--- src/rtl/spi_flash_target.sv ---
// rtl/spi_flash_target.sv - SPI mode-0 serial NOR flash emulator (JEDEC ID, status, RPD, read).
// SPI pins are oversampled in the clk_48mhz domain; read data comes from an external byte memory.
module spi_flash_target #(
  parameter int          ADDR_W   = 24,
  parameter logic [23:0] JEDEC_ID = 24'hEF4016,
  parameter logic [7:0]  DEV_ID   = 8'h15
) (
  input  logic              clk_48mhz,
  input  logic              reset_n,
  input  logic              spi_cs,
  input  logic              spi_sck,
  input  logic              spi_mosi,
  output logic              spi_miso,
  output logic              spi_miso_oe,
  output logic              mem_rd,
  output logic [ADDR_W-1:0] mem_addr,
  input  logic [7:0]        mem_rdata,
  output logic              busy
);

  typedef enum logic [2:0] {IDLE, CMD, ADDR, DATA, ID, STATUS, RPD, IGNORE} state_t;

  logic cs_s1_q, cs_s2_q, cs_d_q;
  logic sck_s1_q, sck_s2_q, sck_d_q;
  logic mosi_s1_q, mosi_s2_q;

  state_t            state_q, state_d;
  logic [2:0]        bit_cnt_q, bit_cnt_d;
  logic [4:0]        addr_cnt_q, addr_cnt_d;
  logic [23:0]       rx_sr_q, rx_sr_d;
  logic [7:0]        tx_q, tx_d;
  logic [1:0]        byte_idx_q, byte_idx_d;
  logic              oe_q, oe_d;
  logic              mem_rd_q, mem_rd_d;
  logic              ld_q, ld_d;
  logic [ADDR_W-1:0] mem_addr_q, mem_addr_d;

  logic        sck_rise, sck_fall, cs_fall, cs_rise, byte_done;
  logic [23:0] rx_next;

  assign sck_rise  = sck_s2_q & ~sck_d_q;
  assign sck_fall  = ~sck_s2_q & sck_d_q;
  assign cs_fall   = ~cs_s2_q & cs_d_q;
  assign cs_rise   = cs_s2_q & ~cs_d_q;
  assign byte_done = sck_rise && (bit_cnt_q == 3'd7);
  assign rx_next   = {rx_sr_q[22:0], mosi_s2_q};

  always_ff @(posedge clk_48mhz or negedge reset_n) begin
    if (!reset_n) begin
      cs_s1_q    <= 1'b1;
      cs_s2_q    <= 1'b1;
      cs_d_q     <= 1'b1;
      sck_s1_q   <= 1'b0;
      sck_s2_q   <= 1'b0;
      sck_d_q    <= 1'b0;
      mosi_s1_q  <= 1'b0;
      mosi_s2_q  <= 1'b0;
      state_q    <= IDLE;
      bit_cnt_q  <= 3'd0;
      addr_cnt_q <= 5'd0;
      rx_sr_q    <= 24'd0;
      tx_q       <= 8'd0;
      byte_idx_q <= 2'd0;
      oe_q       <= 1'b0;
      mem_rd_q   <= 1'b0;
      ld_q       <= 1'b0;
      mem_addr_q <= '0;
    end else begin
      cs_s1_q    <= spi_cs;
      cs_s2_q    <= cs_s1_q;
      cs_d_q     <= cs_s2_q;
      sck_s1_q   <= spi_sck;
      sck_s2_q   <= sck_s1_q;
      sck_d_q    <= sck_s2_q;
      mosi_s1_q  <= spi_mosi;
      mosi_s2_q  <= mosi_s1_q;
      state_q    <= state_d;
      bit_cnt_q  <= bit_cnt_d;
      addr_cnt_q <= addr_cnt_d;
      rx_sr_q    <= rx_sr_d;
      tx_q       <= tx_d;
      byte_idx_q <= byte_idx_d;
      oe_q       <= oe_d;
      mem_rd_q   <= mem_rd_d;
      ld_q       <= ld_d;
      mem_addr_q <= mem_addr_d;
    end
  end

  always_comb begin
    state_d    = state_q;
    bit_cnt_d  = bit_cnt_q;
    addr_cnt_d = addr_cnt_q;
    rx_sr_d    = rx_sr_q;
    tx_d       = tx_q;
    byte_idx_d = byte_idx_q;
    mem_rd_d   = 1'b0;
    mem_addr_d = mem_addr_q;
    ld_d       = mem_rd_q & ~cs_rise;

    if (cs_rise) begin
      state_d    = IDLE;
      bit_cnt_d  = 3'd0;
      addr_cnt_d = 5'd0;
      tx_d       = 8'd0;
    end else begin
      if (sck_rise && state_q != IDLE) begin
        rx_sr_d   = rx_next;
        bit_cnt_d = bit_cnt_q + 3'd1;
      end
      // The fall that ends a byte must not shift: the freshly loaded MSB has to survive it.
      if (sck_fall && bit_cnt_q != 3'd0)
        tx_d = {tx_q[6:0], 1'b0};

      case (state_q)
        IDLE: begin
          if (cs_fall) begin
            state_d    = CMD;
            bit_cnt_d  = 3'd0;
            addr_cnt_d = 5'd0;
            tx_d       = 8'd0;
          end
        end
        CMD: begin
          if (byte_done) begin
            case (rx_next[7:0])
              8'h9F: begin state_d = ID;     tx_d = JEDEC_ID[23:16]; byte_idx_d = 2'd1; end
              8'h05: begin state_d = STATUS; tx_d = 8'h00; end
              8'hAB: begin state_d = RPD;    tx_d = 8'h00; byte_idx_d = 2'd0; end
              8'h03: begin state_d = ADDR;   addr_cnt_d = 5'd0; end
              default: state_d = IGNORE;
            endcase
          end
        end
        ADDR: begin
          if (sck_rise) begin
            addr_cnt_d = addr_cnt_q + 5'd1;
            if (addr_cnt_q == 5'd23) begin
              mem_addr_d = rx_next[ADDR_W-1:0];
              mem_rd_d   = 1'b1;
              tx_d       = 8'd0;
              state_d    = DATA;
            end
          end
        end
        DATA: begin
          if (ld_q)
            tx_d = mem_rdata;
          if (byte_done) begin
            mem_addr_d = mem_addr_q + {{(ADDR_W-1){1'b0}}, 1'b1};
            mem_rd_d   = 1'b1;
          end
        end
        ID: begin
          if (byte_done) begin
            case (byte_idx_q)
              2'd1:    tx_d = JEDEC_ID[15:8];
              2'd2:    tx_d = JEDEC_ID[7:0];
              default: tx_d = 8'h00;
            endcase
            if (byte_idx_q != 2'd3)
              byte_idx_d = byte_idx_q + 2'd1;
          end
        end
        STATUS: begin
          if (byte_done)
            tx_d = 8'h00;
        end
        RPD: begin
          // byte_idx counts the three dummy bytes, then parks at 3 while DEV_ID repeats.
          if (byte_done) begin
            if (byte_idx_q >= 2'd2) begin
              tx_d       = DEV_ID;
              byte_idx_d = 2'd3;
            end else begin
              byte_idx_d = byte_idx_q + 2'd1;
            end
          end
        end
        default: ;
      endcase
    end

    oe_d = (state_d inside {ID, STATUS, DATA}) || (state_d == RPD && byte_idx_d == 2'd3);
  end

  assign spi_miso    = oe_q & tx_q[7];
  assign spi_miso_oe = oe_q;
  assign mem_rd      = mem_rd_q;
  assign mem_addr    = mem_addr_q;
  assign busy        = (state_q != IDLE);

endmodule
--- config.mk ---
export PLATFORM = sky130hd
export DESIGN_NAME = spi_flash_target
export DESIGN_NICKNAME = d
export VERILOG_FILES = /design/src/rtl/spi_flash_target.sv
export SDC_FILE = /design/constraint.sdc
export NUM_CORES = 1
export LEC_CHECK = 0
export BUFFER_PORTS_ARGS = -buffer_cell sky130_fd_sc_hd__buf_2
export CORE_ASPECT_RATIO = 1.1
export CORE_MARGIN = 8
export CORE_UTILIZATION = 30
export DETAILED_ROUTE_END_ITERATION = 7
export PLACE_DENSITY = 0.43
export REMOVE_ABC_BUFFERS = 1
export SETUP_SLACK_MARGIN = 0.5
export SLEW_MARGIN = 5
export SYNTH_ARGS = -nofsm -noshare
export SYNTH_HDL_FRONTEND = slang
export SYNTH_SLANG_ARGS = --single-unit
export TNS_END_PERCENT = 5
--- constraint.sdc ---
create_clock -name clk_48mhz -period 2.4 [get_ports clk_48mhz]
set_clock_uncertainty 0.1 [all_clocks]
set_input_delay 0.48 -clock clk_48mhz [delete_from_list [all_inputs] [get_ports clk_48mhz]]
set_output_delay 0.48 -clock clk_48mhz [all_outputs]
set_load 0.005 [all_outputs]
Word level (Yosys, flattened, before mapping)
Cells that the tools add are included.
- register bits after elaboration: 79
- output and inout bits: 28
- mux-type cells: 48
- add/subtract/negate cells: 4
- reduce and logical (&&, ||, !) cells: 15
- order comparisons: 1
- bitwise gates (word level): 11
- eq/ne operators: 27
- operators by type and width (operator ; number):
    two-way mux 8 bit ; 11
    two-way mux 24 bit ; 3
    one-hot mux 8 bit (7 select lines) ; 1
    one-hot mux 24 bit (2 select lines) ; 1
    two-way mux 3 bit ; 9
    two-way mux 5 bit ; 5
    adder 24 x 1 -> 24 bit (second input constant) ; 1
    equality test 3 bit (second input constant) ; 7
    equality test 8 bit (second input constant) ; 2
    one-hot mux 8 bit (2 select lines) ; 1
    one-hot mux 5 bit (3 select lines) ; 1
    one-hot mux 7 bit (2 select lines) ; 1
    two-way mux 2 bit ; 6
    inequality test 3 bit (second input constant) ; 4
    one-hot mux 3 bit (4 select lines) ; 1
    AND reduction 5 bit ; 2
    equality test 3 x 2 -> 1 bit (second input constant) ; 3
    one-hot mux 3 bit (3 select lines) ; 1
    nonzero test 3 bit ; 3
    equality test 8 x 2 -> 1 bit (second input constant) ; 1
    equality test 8 x 3 -> 1 bit (second input constant) ; 1
    inequality test 2 bit (second input constant) ; 4
    AND 1 bit ; 6
    one-hot mux 2 bit (3 select lines) ; 1
    other kinds (19) ; 30

Depth between registers and ports, before layout
Gate-level depths: netlist of the first run.
- word-level depth: 9
- mapped depth: 10
- mapped depth without buffers: 9

Worst setup path before layout of the first run
OpenSTA, ideal clock, no wires.
- kind: flip-flop to flip-flop
- start: register cs_d_q
- end: register rx_sr_q[10]
- clock period less this slack: 2200 ps
- cell stages (with the launch flop): 7
- data required time: 2175 ps
- setup time: 125 ps
- data arrival time: 1975 ps
- buffers on the path: 2
- setup slack: 200 ps
- cells stage by stage: dfstp_2 -> inv_1 -> ha_1 -> clkbuf_1 -> nor3_1 -> buf_2 -> mux2_2
- longest elaborated chain between the ends: 4
- ends and longest elaborated chain (element ; RTL line ; text):
    from (decl) ; 23 ; logic cs_s1_q, cs_s2_q, cs_d_q;
    from (signal assigned) ; 71 ; cs_d_q <= cs_s2_q;
    NOT 1 bit ; 44 ; assign cs_rise = cs_s2_q & ~cs_d_q;
    AND 1 bit ; 44 ;
    NOT 1 bit (no source line) ; -- ;
    AND reduction 2 bit (no source line) ; -- ;
    to (signal assigned) ; 80 ; rx_sr_q <= rx_sr_d;
    to (decl) ; 30 ; logic [23:0] rx_sr_q, rx_sr_d;
No other way between the ends.
A chain may end at the register's enable or synchronous reset.

Worst setup path after layout of the first run
- start: register bit_cnt_q[0]
- end: register oe_q (netlist: spi_miso_oe)
- longest elaborated chain between the ends: 8
- ends and longest elaborated chain (element ; RTL line ; text):
    from (decl) ; 28 ; logic [2:0] bit_cnt_q, bit_cnt_d;
    from (signal assigned) ; 78 ; bit_cnt_q <= bit_cnt_d;
    equality test 3 bit * ; 45 ; assign byte_done = sck_rise && (bit_cnt_q == 3'd7);
    logical AND 1 bit * ; 45 ;
    two-way mux 3 bit, or another cell as far along ; 125 ; if (byte_done) begin
    one-hot mux 3 bit (3 select lines) or one-hot mux 2 bit (3 select lines) (tied branches) ; 115 ; case (state_q)
    two-way mux 3 bit or two-way mux 2 bit (tied branches) ; 101 ; if (cs_rise) begin
    equality test 3 bit, or another cell as far along ; 184 ; oe_d = (state_d inside {ID, STATUS, DATA}) || (state_d == RPD && byte_idx_d == 2'd3);
    nonzero test 3 bit or logical AND 1 bit (tied branches) ; 184 ;
    logical OR 1 bit * ; 184 ;
    via oe_d ; 33 ; logic oe_q, oe_d;
    to (signal assigned) ; 64 ; oe_q <= 1'b0;
    to (signal assigned) ; 83 ; oe_q <= oe_d;
    to (decl) ; 33 ;
The timed path passes the listed nets; every way through them passes the cells marked *.

==> results of run 1 <==
[cell usage after synthesis, types with 6 or more instances]
cell	count
dfrtp_1	76
nor3_1	11
mux2_2	24
nor2_1	37
ha_1	7
o21ai_0	23
o22ai_1	18
inv_1	11
nand2_1	35
a21oi_1	40
mux2i_1	6
a211oi_1	8
nand3_1	22
clkbuf_1	12
[critical path, cell delays in order (launching register included)]
cell and delay [ns]:
dfrtp_1 0.37, ha_1 0.16, ha_1 0.19, nand3b_1 0.22
a211oi_2 0.30, a31oi_2 0.16, or3b_2 0.48, nand3_1 0.12
[power breakdown]
part           internal, mW  total (mW)  switching, mW
clock network         0.738        1.31          0.569
registers              1.39        1.47         0.0823
logic                 0.168       0.335          0.168
[path summary, 6_finish.rpt]
kind / endpoint / slack, ns / cells past startpoint
max in group asynchronous: byte_idx_q[1] / 1.61 / 2
worst max register to register: spi_miso_oe / 0.22 / 7
min in group clk_48mhz: sck_s1_q / 0.14 / 1
worst min register to register: mosi_s2_q / 0.25 / 0
worst min-delay path: bit_cnt_q[2] / -0.01 / 1
worst max-delay path: spi_miso_oe / 0.22 / 7
[flip-flops by register name (all words and copies together) (netlist names)]
register and cells:
addr_cnt_q 5, bit_cnt_q 3, byte_idx_q 2, cs_d_q 1, cs_s1_q 1, cs_s2_q 1
ld_q 1, mem_addr 24, mem_rd 1, mosi_s1_q 1, mosi_s2_q 1, rx_sr_q 23
sck_d_q 1, sck_s1_q 1, sck_s2_q 1, spi_miso_oe 1, state_q 3, tx_q 8
[layer usage]
layer  global-route usage, %  wire length [µm]  share of wire [%]
met3                    3.50               498                4.5
met4                    5.33               216                2.0
met5                       0                 0                  0
met1                    17.2              5400                 49
met2                    19.3              4880                 44
[cell families after synthesis]
group,share of synthesized area [%]
AO/OA/AOI/OAI,18.9
adder cells (fa/ha/maj),2.13
buffers and inverters,3.68
flip-flops,48.1
multiplexers,8.02
AND/OR/NAND/NOR,19.1
[what timing repair did]
action | CTS | global route
gates cloned | 0 | 1
setup buffers | 7 | 4
resized for setup | 13 | 15
pin swaps | 3 | 10
hold buffers | 0 | 0
endpoints found under the setup margin | 66 | 65
[stage by stage]
stage	utilization (%)	cell area (µm²)	hold slack (ns)	worst slack, ns
global placement	34.3	4670	0.237	0.0773
global route	38.1	5190	0.0123	0.107
finish	38.1	5190	-0.0131	0.222
floorplan	-	4010	0.0844	-0.861
detailed placement	34.3	4670	0.237	0.0824
CTS	37.2	5070	0.00453	0.236
[final cells by class]
cell class                 count  area (µm²)
clock buffer                  11         243
tap                          188         235
fill                        1433        8440
inverter                      11        41.3
sequential                    79        1980
timing repair buffer          76         544
multi-input combinational    313        2100
clock inverter                 5        42.5
==> results.yml, run 1 <==
clock_tree:
  h-tree-depth: 3
  clkTransAtPathRegs_ns: 0.06
  cts_buffer_depth: 2
  numCtsBuffers: 9
  tritoncts: "built"
  root_buffer: "clkbuf_16"
  cts.sinks: 79
  clock_latency_ns: 0.34
sta:
  tightest_slew_ns: 0.554
  max_slew_margin_pct: 62.9
  rsz0062_at_grt: "true"
  hold_viol_final: 4
  fmax_mhz: 459
  hold_ws_ns: -0.0131
  drv_slew: 0
  fin_crit_ns: 2.18
  final.setup.tns_ns: 0
  setup_violations: 0
  period_share_pct: 90.7
global_route:
  grt.total_usage_pct: 12.9
  antenna_found_initial: 0
  grt_pass1_vias: 3502
  grt_max_degree: 48
  grt_pass1_wl_um: 18500
  gr-total-overflow: 0
yosys:
  avgSynthCellArea_um2: 9.69
  syn_area_um2: 4120
  synth.area.top_cells: "dfrtp_1 46%, mux2_2 6.6%, a21oi_1 4.9%"
  async_flop_share_pct: 100
  ys_ff_latch: 79
  synth_top_flop_cell: "dfrtp_1"
  yosysSeqAreaShare_pct: 48.1
  yosys_warnings: 0
  synth-edff-count: 0
  yosysTopAreaCell: "dfrtp_1"
  post-synth-top-area-fraction_pct: 46.2
  synth.distinct_cells: 56
  synthCells: 425
routing:
  viasPerCell: 5.16
  dr.pass1.iters: 5
  drt_wl_total_um: 11000
  drc: 0
  vias: 3527
  avgRoutedWirePerCell_um: 16.1
  ant_nets: 0
  first_iter_violations: 122
power_and_ir_drop:
  peakVddDrop_mv: 0.288
  p_per_area_nw_per_um2: 600
  leakage_nw: 2.30
  p_total_mw: 3.11
layout:
  num-nets-final: 510
  fin_cells: 683
  antenna_cells: 0
  area_growth_pct: 26.0
  layout_common_cells: "74 x dfrtp_1, 40 x a21oi_1, 39 x buf_2"
  drive_above_1_share_pct: 30.7
  layout_commonest_cell: "dfrtp_1"
die:
  ios: 41
  num_rows: 45
  initial_core_util_pct: 30.2
  core-area_um2: 13600
  dieArea_um2: 17700
  die_x_um: 128
  die_h_um: 139
run:
  maxCapViolCount: 0
placed_design:
  place_congestion: 0.805
  portBuffers: 40
  dpl.cell_count: 655
  dp_hpwl_um: 7520
critical_path:
  path_class: "reg -> reg"
  crit_path_end_kind: "flop"
  start_kind: "flop"
  r2r-start: "bit_cnt_q[0]"
  crit_path_start: "bit_cnt_q[0]"
  cp_data_arrival_time_ns: 2.34
  path_max_fanout: 4
  required_ns: 2.57
worst_hold_path:
  worstHoldPathType: "in -> async"
run_status:
  violations: "hold timing"
  outcome: "complete, but fails checks"
Power figures use the tool's default switching activity.
==> run 2: changes to the inputs <==
--- a/config.mk
+++ b/config.mk
@@ -5,12 +5,13 @@
 export SDC_FILE = /design/constraint.sdc
 export NUM_CORES = 1
 export LEC_CHECK = 0
+export ABC_AREA = 1
 export BUFFER_PORTS_ARGS = -buffer_cell sky130_fd_sc_hd__buf_2
 export CORE_ASPECT_RATIO = 1.1
 export CORE_MARGIN = 8
 export CORE_UTILIZATION = 30
 export DETAILED_ROUTE_END_ITERATION = 7
-export PLACE_DENSITY = 0.43
+export PLACE_DENSITY = 0.48
 export REMOVE_ABC_BUFFERS = 1
 export SETUP_SLACK_MARGIN = 0.5
 export SLEW_MARGIN = 5
==> results.yml, run 2 <==
critical_path:
  path_class: "reg -> out"
  rr_worst_depth: 11
  cp_data_arrival_time_ns: 1.28
  start_kind: "flop"
  r2r_setup_slack_ns: 0.58
  crit_path_end_kind: "primary output"
  crit-reg2reg-capture: "tx_q[1]"
  path_cells: "nor3_4 > inv_1 > buf_2"
  path_max_fanout: 7
  required_ns: 1.82
  critPathMaxStageDelay_ns: 0.50
  r2r-start: "bit_cnt_q[0]"
  worst_path_max_delay_cell: "dfrtp_2"
routing:
  avgRoutedWirePerCell_um: 14.4
  drt_wl_total_um: 12400
  first_iter_violations: 200
  dr.pass1.iters: 4
  viasPerCell: 4.71
  vias: 4076
  drc: 0
  ant_nets: 0
yosys:
  ys_ff_latch: 79
  post-synth-top-area-fraction_pct: 41.7
  synth_top_flop_cell: "dfrtp_1"
  synth_xor_area_share_pct: 0.960
  synthAdderAreaFrac_pct: 1.92
  avgSynthCellArea_um2: 7.46
  synthCells: 611
  yosys-mux-area-fraction_pct: 0.247
  synth_top_family_by_area: "simple AND/OR/NAND/NOR gates"
  async_flop_share_pct: 100
  synth-compound-area-share_pct: 16.2
  yosys-top-cells-count: "158 x nand2_1, 77 x inv_1, 76 x dfrtp_1"
  synth.area.top_cells: "dfrtp_1 42%, nand2_1 13%, inv_1 6.3%"
  synthSimpleGateAreaFrac_pct: 27.9
  yosysTopAreaCell: "dfrtp_1"
  synth.distinct_cells: 41
  yosys_warnings: 0
  yosysSeqAreaShare_pct: 43.4
  synth_most_common_cell: "nand2_1"
  synth-edff-count: 0
  syn_area_um2: 4560
global_route:
  grt_pass1_vias: 4237
  antenna_found_initial: 0
  grt.total_usage_pct: 13.2
  grt_pass1_wl_um: 20900
  grt_max_degree: 34
  gr-total-overflow: 0
clock_tree:
  cts_buffer_depth: 2
  numCtsBuffers: 9
  clock_latency_ns: 0.35
  h-tree-depth: 3
  cts.sinks: 79
  clkTransAtPathRegs_ns: 0.06
  tritoncts: "built"
  root_buffer: "clkbuf_16"
sta:
  final.setup.tns_ns: 0
  hold_ws_ns: 0.132
  period_share_pct: 77.6
  setup_violations: 0
  drv_slew: 0
  hold_viol_final: 0
  tightest_slew_ns: 0.461
  worst_slack_ns: 0.538
  max_slew_margin_pct: 69.2
  rsz0062_at_grt: "true"
  fmax_mhz: 537
  fin_crit_ns: 1.86
run_status:
  outcome: "complete, no violations"
power_and_ir_drop:
  leakage_nw: 2.56
  p_sw_share_pct: 27.5
  seqPwrFrac_pct: 45.9
  clockPowerShare_pct: 41.2
  p_sw_mw: 0.919
  p_per_area_nw_per_um2: 606
  peakVddDrop_mv: 0.422
  pwr-share-comb_pct: 12.9
  p_total_mw: 3.34
  p_int_mw: 2.42
worst_hold_path:
  whs_path_depth: 1
  whs_endpoint: "cs_s1_q"
  hp-start: "spi_cs"
  worstHoldPathType: "in -> reg"
layout:
  num-nets-final: 684
  layout_common_cells: "156 x nand2_1, 75 x inv_1, 72 x dfrtp_1"
  fin_util_pct: 36.9
  area_growth_pct: 20.9
  postLayoutCellArea_um2: 5510
  layout_commonest_cell: "nand2_1"
  antenna_cells: 0
  multi_input_area_um2: 2280
  drive_above_1_share_pct: 20.3
  fillers: 1632
  largest_reg_flops: 24
  fin_cells: 865
  final-seq-area_um2: 1990
placed_design:
  place_congestion: 0.837
  dp_hpwl_um: 9010
  portBuffers: 40
  place_area_um2: 5020
  dpl.cell_count: 844
  place_ws_ns: 0.236
die:
  num_rows: 47
  initial_core_util_pct: 30.5
  die_x_um: 134
  die_h_um: 145
  core-area_um2: 14900
  dieArea_um2: 19400
  ios: 41
run:
  maxCapViolCount: 0
==> run 2: final cells by class <==
| type | instances | share of cell area (%) |
|---|---|---|
| timing repair buffer | 61 | 7.08 |
| tap | 196 | 4.45 |
| clock buffer | 12 | 4.47 |
| sequential | 79 | 36.0 |
| multi-input combinational | 432 | 41.5 |
| inverter | 81 | 5.70 |
| clock inverter | 4 | 0.817 |
==> run 2: critical path: cells and delay by family (launching register included) <==
family / cells / cell delay, ns
buf+inv: 2 / 0.19
flops: 1 / 0.50
simple gates: 1 / 0.25
==> run 2: metal layers <==
metal	GRT usage, %	share of wire (%)	vias up	routed length, µm
li1	-	-	2091	-
met1	15.5	44	1916	5450
met2	22.6	51	58	6380
met3	4.14	3.7	11	465
met4	3.32	1.0	0	130
met5	0	0	-	0
==> run 2: power by group through the flow <==
stage,combinational [mW],sequential [mW],clock (mW)
floorplan,0.284,1.53,0
global placement,0.410,1.55,0
detailed placement,0.415,1.55,0
CTS,0.421,1.53,1.44
global route,0.508,1.55,1.47
finish,0.430,1.53,1.38
==> run 2: cell families after synthesis <==
family / Yosys count
simple gates: 291
fa+ha+maj: 7
flops: 79
mux: 1
compound gates: 128
buf+inv: 100
xor+xnor: 5
==> run 2: worst max-delay path by stage <==
stage | from | end | slack [ns] | depth (start not counted)
after global routing | addr_cnt_q[0] | mem_addr[8] | 0.43 | 9
after detailed placement | bit_cnt_q[0] | tx_q[4] | 0.24 | 8
after global placement | bit_cnt_q[0] | tx_q[4] | 0.27 | 7
after CTS | bit_cnt_q[0] | tx_q[7] | 0.42 | 9
final | state_q[2] | busy | 0.54 | 3
after floorplan | cs_s2_q | rx_sr_q[13] | 0.001 | 4
==> run 2: timing repair <==
item	in CTS	in global routing
pin swaps	1	6
hold endpoints to repair	6	0
setup endpoints to repair	33	39
gates resized for setup	6	43
hold buffers	1	0
setup buffers	1	3
==> run 3: changes to the inputs <==
==> constraint.sdc (replaced) <==
create_clock -name clk_48mhz -period 1.8 [get_ports clk_48mhz]
set_clock_uncertainty 0.1 [all_clocks]
set_input_delay 0.36 -clock clk_48mhz [delete_from_list [all_inputs] [get_ports clk_48mhz]]
set_output_delay 0.36 -clock clk_48mhz [all_outputs]
set_load 0.005 [all_outputs]
==> results.yml, run 3 (synthesis gave the netlist of run 2 again) <==
layout:
  antenna_cells: 0
  largest_reg_flops: 24
  drive_above_1_share_pct: 33.7
  num-nets-final: 756
  layout_commonest_cell: "nand2_1"
  fin_cells: 937
  postLayoutCellArea_um2: 6450
  multi_input_area_um2: 2450
  layout_common_cells: "142 x nand2_1, 72 x dfrtp_1, 71 x inv_1"
  fillers: 1554
  area_growth_pct: 41.5
  final-seq-area_um2: 1990
global_route:
  grt.total_usage_pct: 14.3
  grt_pass1_vias: 4563
  gr-total-overflow: 0
  grt_pass1_wl_um: 22800
  antenna_found_initial: 0
  grt_max_degree: 40
die:
  dieArea_um2: 19400
  die_x_um: 134
  core-area_um2: 14900
  ios: 41
  initial_core_util_pct: 30.5
  num_rows: 47
  die_h_um: 145
sta:
  fmax_mhz: 556
  drv_slew: 0
  fin_crit_ns: 1.80
  setup_violations: 0
  period_share_pct: 99.9
  max_slew_margin_pct: 75.5
  tightest_slew_ns: 0.367
  hold_ws_ns: 0.0185
  rsz0062_at_grt: "true"
  hold_viol_final: 0
critical_path:
  critPathMaxStageDelay_ns: 0.43
  worst_path_max_delay_cell: "dfrtp_2"
  worst-path-buf-inv: 4
  cp_top_family: "flip-flops"
  path_class: "reg -> out"
  r2r-start: "bit_cnt_q[0]"
  required_ns: 1.34
  crit-reg2reg-capture: "mem_addr[10]"
  start_kind: "flop"
  path_max_fanout: 3
  r2r_setup_slack_ns: 0.01
  crit_path_end_kind: "primary output"
  rr_worst_depth: 11
  cp_data_arrival_time_ns: 1.34
  cp_common_cell: "buf_6"
  path_cells: "buf_6 > nor3_4 > buf_6 > inv_2 > buf_6"
power_and_ir_drop:
  leakage_nw: 3.01
  p_per_area_nw_per_um2: 764
  peakVddDrop_mv: 0.422
  p_total_mw: 4.93
routing:
  drc: 0
  viasPerCell: 4.80
  first_iter_violations: 189
  avgRoutedWirePerCell_um: 14.3
  dr.pass1.iters: 4
  drt_wl_total_um: 13400
  vias: 4493
  ant_nets: 0
clock_tree:
  clock_latency_ns: 0.34
  cts.sinks: 79
  tritoncts: "built"
  cts_buffer_depth: 2
  numCtsBuffers: 9
  root_buffer: "clkbuf_16"
  clkTransAtPathRegs_ns: 0.06
  h-tree-depth: 3
worst_hold_path:
  hp-start: "spi_cs"
  whs_endpoint: "cs_s1_q"
  whs_path_depth: 1
  worstHoldPathType: "in -> reg"
placed_design:
  portBuffers: 40
  dpl.cell_count: 906
  place_area_um2: 5490
  dp_hpwl_um: 9960
  place_congestion: 0.870
run:
  maxCapViolCount: 0
run_status:
  outcome: "complete, no violations"
-- run 3: changes by cell type in the layout (fill, tap and decap cells not counted), moves of 3 or more --
cell	change
ha_2	+3
o21ai_0	-8
inv_1	-4
o21ai_1	+3
inv_2	+4
nand2_1	-14
buf_4	+51
buf_6	+33
a21oi_1	-5
a21oi_2	+5
nand2_2	+11
buf_2	-13
o21ai_2	+4
-- run 3: worst register-to-register path, stage by stage, from the launching register on --
cell and delay [ns]:
dfrtp_1 0.36, ha_2 0.20, ha_4 0.15, inv_2 0.04, nor2_4 0.15, nand2_2 0.08
nand2_4 0.10, nand2_8 0.09, buf_6 0.16, a21oi_2 0.11, o21ai_1 0.08, o21ai_1 0.09
-- run 3: layer usage --
metal	vias to the layer above	wire length, µm	track usage (%)
li1	2239	-	-
met1	2167	5750	16.9
met2	69	6940	24.8
met3	18	456	3.21
met4	0	235	4.89
met5	-	0	0
-- run 3: where the power goes --
part	switching [mW]	leakage, nW	internal [mW]
combinational	0.433	1.78	0.278
sequential	0.104	1.06	1.92
clock	0.761	0.176	1.43
total	1.30	3.01	3.63
-- run 3: final cells by class --
| class | count | share of cell area [%] |
|---|---|---|
| clock buffers | 11 | 3.92 |
| well taps | 196 | 3.80 |
| clock inverters | 5 | 1.61 |
| inverters | 81 | 4.98 |
| multi-input cells | 432 | 38.0 |
| flip-flops and latches | 79 | 30.8 |
| repair buffers | 133 | 17.0 |
-- run 3: metrics by stage --
step | TNS (ns) | setup slack (ns) | utilization [%]
after floorplan | -19.90 | -0.599 | -
after global placement | -2.76 | -0.180 | 36.8
after detailed placement | -4.50 | -0.284 | 36.8
after CTS | -0.00867 | -0.00594 | 42.1
after global routing | -1.39 | -0.0833 | 43.2
final | 0 | 0.00176 | 43.2
-- run 3: worst max path at each step --
| stage | start | cells after the start | slack (ns) | endpoint |
|---|---|---|---|---|
| 2_1_floorplan | cs_s2_q | 4 | -0.60 | rx_sr_q[13] |
| 3_3_place_gp | bit_cnt_q[0] | 9 | -0.18 | tx_q[7] |
| 3_5_place_dp | bit_cnt_q[0] | 9 | -0.28 | tx_q[3] |
| 4_1_cts | state_q[2] | 5 | -0.006 | busy |
| 5_1_grt | bit_cnt_q[1] | 12 | -0.08 | spi_miso_oe |
| 6_report | state_q[2] | 5 | 0.002 | busy |
-- run 3: repair_timing --
item,CTS,global route
gates cloned,0,0
hold endpoints to repair,22,0
hold buffers,1,0
buffers inserted,8,6
endpoints found under the setup margin,98,98
resized for setup,101,39
pin swaps,18,21
